File: src/rtl/riscv_stat_defs_pkg.sv
// Shared encodings for the pipeline statistics producer: opcodes, branch
// funct3 codes, the ecall word and the stat class bit order.
package riscv_stat_defs;

  localparam logic [6:0] OP_BRANCH = 7'b1100011;
  localparam logic [6:0] OP_JAL    = 7'b1101111;
  localparam logic [6:0] OP_JALR   = 7'b1100111;
  localparam logic [6:0] OP_SYSTEM = 7'b1110011;

  localparam logic [2:0] F3_BEQ  = 3'b000;
  localparam logic [2:0] F3_BNE  = 3'b001;
  localparam logic [2:0] F3_BLT  = 3'b100;
  localparam logic [2:0] F3_BGE  = 3'b101;
  localparam logic [2:0] F3_BLTU = 3'b110;
  localparam logic [2:0] F3_BGEU = 3'b111;
  localparam logic [2:0] F3_JALR = 3'b000;

  localparam logic [31:0] ECALL_WORD = 32'h0000_0073;

  // Bit positions inside the 8-bit class vector.
  localparam int NUM_CLASS = 8;
  localparam int STAT_BEQ  = 7;
  localparam int STAT_BNE  = 6;
  localparam int STAT_BLT  = 5;
  localparam int STAT_BGE  = 4;
  localparam int STAT_BLTU = 3;
  localparam int STAT_BGEU = 2;
  localparam int STAT_JAL  = 1;
  localparam int STAT_JALR = 0;

endpackage

File: src/rtl/stat_instr_classify.sv
// Purely combinational decode of an EX instruction word into a one-hot
// branch/jump class vector plus an ecall flag.
module stat_instr_classify
  import riscv_stat_defs::*;
#(
  parameter int ILEN = 32
) (
  input  logic [ILEN-1:0]      instr_i,
  output logic [NUM_CLASS-1:0] class_o,
  output logic                 is_ecall_o
);

  logic [6:0] opcode;
  logic [2:0] funct3;

  assign opcode = instr_i[6:0];
  assign funct3 = instr_i[14:12];

  // Opcode/funct3 decode; branch funct3 010/011 fall through to no class.
  always_comb begin
    class_o = '0;
    case (opcode)
      OP_BRANCH: begin
        case (funct3)
          F3_BEQ:  class_o[STAT_BEQ]  = 1'b1;
          F3_BNE:  class_o[STAT_BNE]  = 1'b1;
          F3_BLT:  class_o[STAT_BLT]  = 1'b1;
          F3_BGE:  class_o[STAT_BGE]  = 1'b1;
          F3_BLTU: class_o[STAT_BLTU] = 1'b1;
          F3_BGEU: class_o[STAT_BGEU] = 1'b1;
          default: class_o = '0;
        endcase
      end
      OP_JAL:  class_o[STAT_JAL] = 1'b1;
      OP_JALR: class_o[STAT_JALR] = (funct3 == F3_JALR);
      default: class_o = '0;
    endcase
  end

  // Only the exact ecall encoding counts; other SYSTEM instructions do not.
  assign is_ecall_o = (instr_i[31:0] == ECALL_WORD);

endmodule

File: src/rtl/pl_stat_gen.sv
// Pipeline statistics producer: qualifies the instruction leaving EX with
// stall/flush controls and emits registered one-cycle stat pulses plus
// sticky halted / protocol-error flags.
module pl_stat_gen
  import riscv_stat_defs::*;
#(
  parameter bit HALT_ON_ECALL = 1'b1,
  parameter int ILEN          = 32
) (
  input  logic            clk,
  input  logic            rst,
  input  logic            ex_valid,
  input  logic [ILEN-1:0] ex_instr,
  input  logic            ex_flush,
  input  logic            stall_if,
  input  logic            stall_ex,
  output logic            stat_beq,
  output logic            stat_bne,
  output logic            stat_blt,
  output logic            stat_bge,
  output logic            stat_bltu,
  output logic            stat_bgeu,
  output logic            stat_jal,
  output logic            stat_jalr,
  output logic            stat_PL_flush,
  output logic            stat_PL_stall_if,
  output logic            stat_PL_stall_ex,
  output logic            stat_ecall,
  output logic            stat_retire,
  output logic            halted,
  output logic            stat_proto_err
);

  logic [NUM_CLASS-1:0] class_vec;
  logic                 is_ecall;
  logic                 adv;
  logic                 mute;

  logic [NUM_CLASS-1:0] class_q, class_d;
  logic                 flush_q, flush_d;
  logic                 stall_if_q, stall_if_d;
  logic                 stall_ex_q, stall_ex_d;
  logic                 ecall_q, ecall_d;
  logic                 retire_q, retire_d;
  logic                 halted_q, halted_d;
  logic                 proto_err_q, proto_err_d;

  stat_instr_classify #(.ILEN(ILEN)) u_classify (
    .instr_i    (ex_instr),
    .class_o    (class_vec),
    .is_ecall_o (is_ecall)
  );

  // Qualify events with advance and halt; accumulate sticky flags.
  always_comb begin
    adv  = ex_valid & ~stall_ex;
    // halted_q is the pre-edge value, so the ecall pulse itself still escapes.
    mute = HALT_ON_ECALL & halted_q;

    class_d    = (adv & ~mute) ? class_vec : '0;
    flush_d    = ex_flush & adv & ~mute;
    stall_if_d = stall_if & ~mute;
    stall_ex_d = stall_ex & ~mute;
    ecall_d    = is_ecall & adv & ~mute;
    retire_d   = adv & ~mute;
    halted_d   = halted_q | (HALT_ON_ECALL & is_ecall & adv);

    // Flush while stalled, flush on a bubble, or flush on a non-branch/jump.
    proto_err_d = proto_err_q
                | (ex_flush & (stall_ex | ~ex_valid))
                | (ex_flush & adv & ~(|class_vec));
  end

  // Output and sticky-flag registers with synchronous reset.
  always_ff @(posedge clk) begin
    if (rst) begin
      class_q     <= '0;
      flush_q     <= 1'b0;
      stall_if_q  <= 1'b0;
      stall_ex_q  <= 1'b0;
      ecall_q     <= 1'b0;
      retire_q    <= 1'b0;
      halted_q    <= 1'b0;
      proto_err_q <= 1'b0;
    end else begin
      class_q     <= class_d;
      flush_q     <= flush_d;
      stall_if_q  <= stall_if_d;
      stall_ex_q  <= stall_ex_d;
      ecall_q     <= ecall_d;
      retire_q    <= retire_d;
      halted_q    <= halted_d;
      proto_err_q <= proto_err_d;
    end
  end

  assign stat_beq         = class_q[STAT_BEQ];
  assign stat_bne         = class_q[STAT_BNE];
  assign stat_blt         = class_q[STAT_BLT];
  assign stat_bge         = class_q[STAT_BGE];
  assign stat_bltu        = class_q[STAT_BLTU];
  assign stat_bgeu        = class_q[STAT_BGEU];
  assign stat_jal         = class_q[STAT_JAL];
  assign stat_jalr        = class_q[STAT_JALR];
  assign stat_PL_flush    = flush_q;
  assign stat_PL_stall_if = stall_if_q;
  assign stat_PL_stall_ex = stall_ex_q;
  assign stat_ecall       = ecall_q;
  assign stat_retire      = retire_q;
  assign halted           = halted_q;
  assign stat_proto_err   = proto_err_q;

endmodule

File: config.mk
export PLATFORM = sky130hd
export DESIGN_NAME = pl_stat_gen
export DESIGN_NICKNAME = d
export VERILOG_FILES = /design/src/rtl/riscv_stat_defs_pkg.sv /design/src/rtl/stat_instr_classify.sv /design/src/rtl/pl_stat_gen.sv
export SDC_FILE = /design/constraint.sdc
export NUM_CORES = 1
export LEC_CHECK = 0
export CORE_MARGIN = 5
export CORE_UTILIZATION = 26
export CTS_CLUSTER_SIZE = 12
export DETAILED_ROUTE_END_ITERATION = 8
export PLACE_DENSITY_LB_ADDON = 0.08
export RECOVER_POWER = 100
export SKIP_CTS_REPAIR_TIMING = 1
export SYNTH_ARGS = -nofsm -noshare
export SYNTH_HDL_FRONTEND = slang
export SYNTH_SLANG_ARGS = --single-unit
File: constraint.sdc
create_clock -name clk -period 1.7 [get_ports clk]
set_input_delay 0.51 -clock clk [delete_from_list [all_inputs] [get_ports clk]]
set_output_delay 0.51 -clock clk [all_outputs]
set_load 0.02 [all_outputs]
==> impl_metrics.ini <==
[yosys]
ys_seq_elements = 15
synth.top_cell.area_share_pct = 53.0
synthFlopType = dfxtp_1
synth_top_area_cell = dfxtp_1
yosysWarnings = 0
yosys.cell_count.top_type = dfxtp_1
avgSynthCellArea_um2 = 9.94
ys_top_cells_by_area = dfxtp_1, nor3b_1, nor3_1
async_flop_share_pct = 0
synthesis.area_um2 = 567
synth_edf_count = 0
syn-num-nets = 95
yosysUniqueCellTypes = 24
synth_common_cells = dfxtp_1, nor3_1, nor2_1, nor3b_1, nor4_1
synthCells = 57
synth.yosys.seq_area_share_pct = 53.0

[clocking]
clkTransAtPathRegs_ps = 90
clockRootBuffer = clkbuf_4
ctsHtreeMaxLevel = 1
cts_tree = yes
cts_buffer_depth = 2
numCtsBuffers = 3
clk_latency_ps = 280
clock_sinks = 15

[routing]
routed_wl_mm = 2.07
vias_per_cell = 4.64
drc = 0
antenna_left = 0
first_pass_iters = 4
dr_total_vias = 706
avgRoutedWirePerCell_um = 13.6
drtIter0Drc = 6

[hold_path]
worstHoldPathType = reg -> reg
worstHoldStart = stat_proto_err

[sta]
setup_violations = 0
drv_slew = 0
fin_worst_skew_ps = 7.62
timing.hold.ws_ps = 509
finalCriticalPeriod_ps = 1680
fmax_mhz = 594
finalHoldViolations = 0
tightest_slew_ps = 266
slew_headroom_pct = 82.1
period_share_pct = 99.0

[flow_run]
maxCapViolCount = 0

[cells_and_area]
diodes = 0
layout-drive-gt1-share_pct = 19.4
area_growth_pct = 122
nNetsFinal = 163

[power_and_ir_drop]
p_switching_uw = 163
p_sw_share_pct = 23.2
internal-power_uw = 541
clock_power_share_pct = 28.5
p_total_uw = 704
p_leak_uw = 0.000700
combPwrFrac_pct = 20.4
seq_power_share_pct = 51.0
peakVddDrop_uv = 241
power_density_nw_per_um2 = 559

[die]
die_area_um2 = 3210
initial_core_util_pct = 26.4
ioPinCount = 53
die_y_um = 56.7
fp-row-count = 17
core-area_um2 = 2150
die_w_um = 56.7

[setup_path]
worstPathArrival_ps = 1900
crit_path_start_kind = input pin
cp_max_fo = 2
worstPathRequired_ps = 1920
slowest_stage = or4_4
startpoint = ex_instr[13]
end_kind = flop
path_cells = clkdlybuf4s50_1 > nor3_2 > nand4_1 > or4_4 > a21oi_2
r2r-start = halted
max_stage_delay_ps = 460
path_buf_inv = 1
crit_type = in -> reg
crit_family = simple AND/OR/NAND/NOR gates

[global_route]
grt.overflow.total = 0
grt_pass1_vias = 777
track_usage_pct = 12.0
grt_max_degree = 9
grt_pass1_wl_mm = 3.04
antenna_found_initial = 0

[place]
gp_congestion = 0.704
port_buffers = 52
dp.final_hpwl_mm = 1.62

[status]
status = complete, no violations
per-layer routing:
layer	wire length [µm]	share of wire, %	global-route usage [%]
met5	0	0	0
met4	0	0	6.10
met3	216	10	5.52
met2	1120	54	21.8
met1	731	35	11.0
registers in the layout, summed over array words and instances, names as in the netlist:
| register | flops |
|---|---|
| stat_proto_err | 1 |
| stat_PL_flush | 1 |
| stat_PL_stall_if | 1 |
| stat_retire | 1 |
| class_q | 8 |
| stat_ecall | 1 |
| stat_PL_stall_ex | 1 |
| halted | 1 |
area by class of cell:
type / count / area (µm²)
inverter: 3 / 11.3
fill: 215 / 888
sequential: 15 / 300
clock buffer: 4 / 26.3
multi-input combinational: 39 / 312
timing repair buffer: 63 / 576
tap: 28 / 35.0
power by group through the flow:
| stage | registers [µW] | logic, µW | clock network (µW) |
|---|---|---|---|
| detailed placement | 368 | 152 | 0 |
| global placement | 368 | 149 | 0 |
| floorplan | 375 | 19.1 | 0 |
| global route | 360 | 156 | 223 |
| CTS | 359 | 152 | 204 |
| finish | 359 | 144 | 201 |
cell families (layout without fill, tap and decap cells):
kind of cell	Yosys count	count (layout)	synth area share, %
AOI/OAI and AO/OA	3	3	3.09
buffers and inverters	3	70	1.99
DFF	15	15	53.0
and+or+nand+nor	36	36	41.9
placed cells by master, fill, tap and decap left out, types with 2 or more instances in the layout:
cell and n:
dlymetal6s2s_1 28, clkbuf_1 17, dfxtp_1 15, buf_4 9, clkdlybuf4s50_1 7, nor3b_1 5, nor4_2 4, nor2_1 4
clkbuf_4 4, nor3_1 3, nor3_2 2, and2_1 2, or4_4 2, nand4_1 2, inv_1 2, nand2b_1 2
nand2_1 2, dlygate4sd3_1 2
worst register-to-register path, delay by kind of cell, from the launching register on:
family | cells | cell delay (ps)
buf+inv | 1 | 80
flops | 1 | 370
simple gates | 4 | 1060
final timing paths:
kind,end,slack (ps),cells past startpoint
hold / removal,stat_proto_err,510,2
hold reg to reg,stat_proto_err,510,2
setup reg to reg,class_q[3],120,5
setup / recovery,halted,20,5
through the flow:
| step | area [µm²] | std cells | util, % | setup TNS (ps) | setup slack [ps] |
|---|---|---|---|---|---|
| finish | 1260 | 152 | 58.6 | 0 | 16.4 |
| global route | 1260 | 152 | 58.6 | -28.8 | -17.9 |
| CTS | 1230 | 151 | 57.3 | -1470 | -325 |
| detailed placement | 1200 | 147 | 56.0 | -4210 | -618 |
| global placement | 1200 | 147 | 56.0 | -4180 | -541 |
| floorplan | 573 | 57 | - | 0 | 36.1 |
Power figures use the tool's default switching activity.
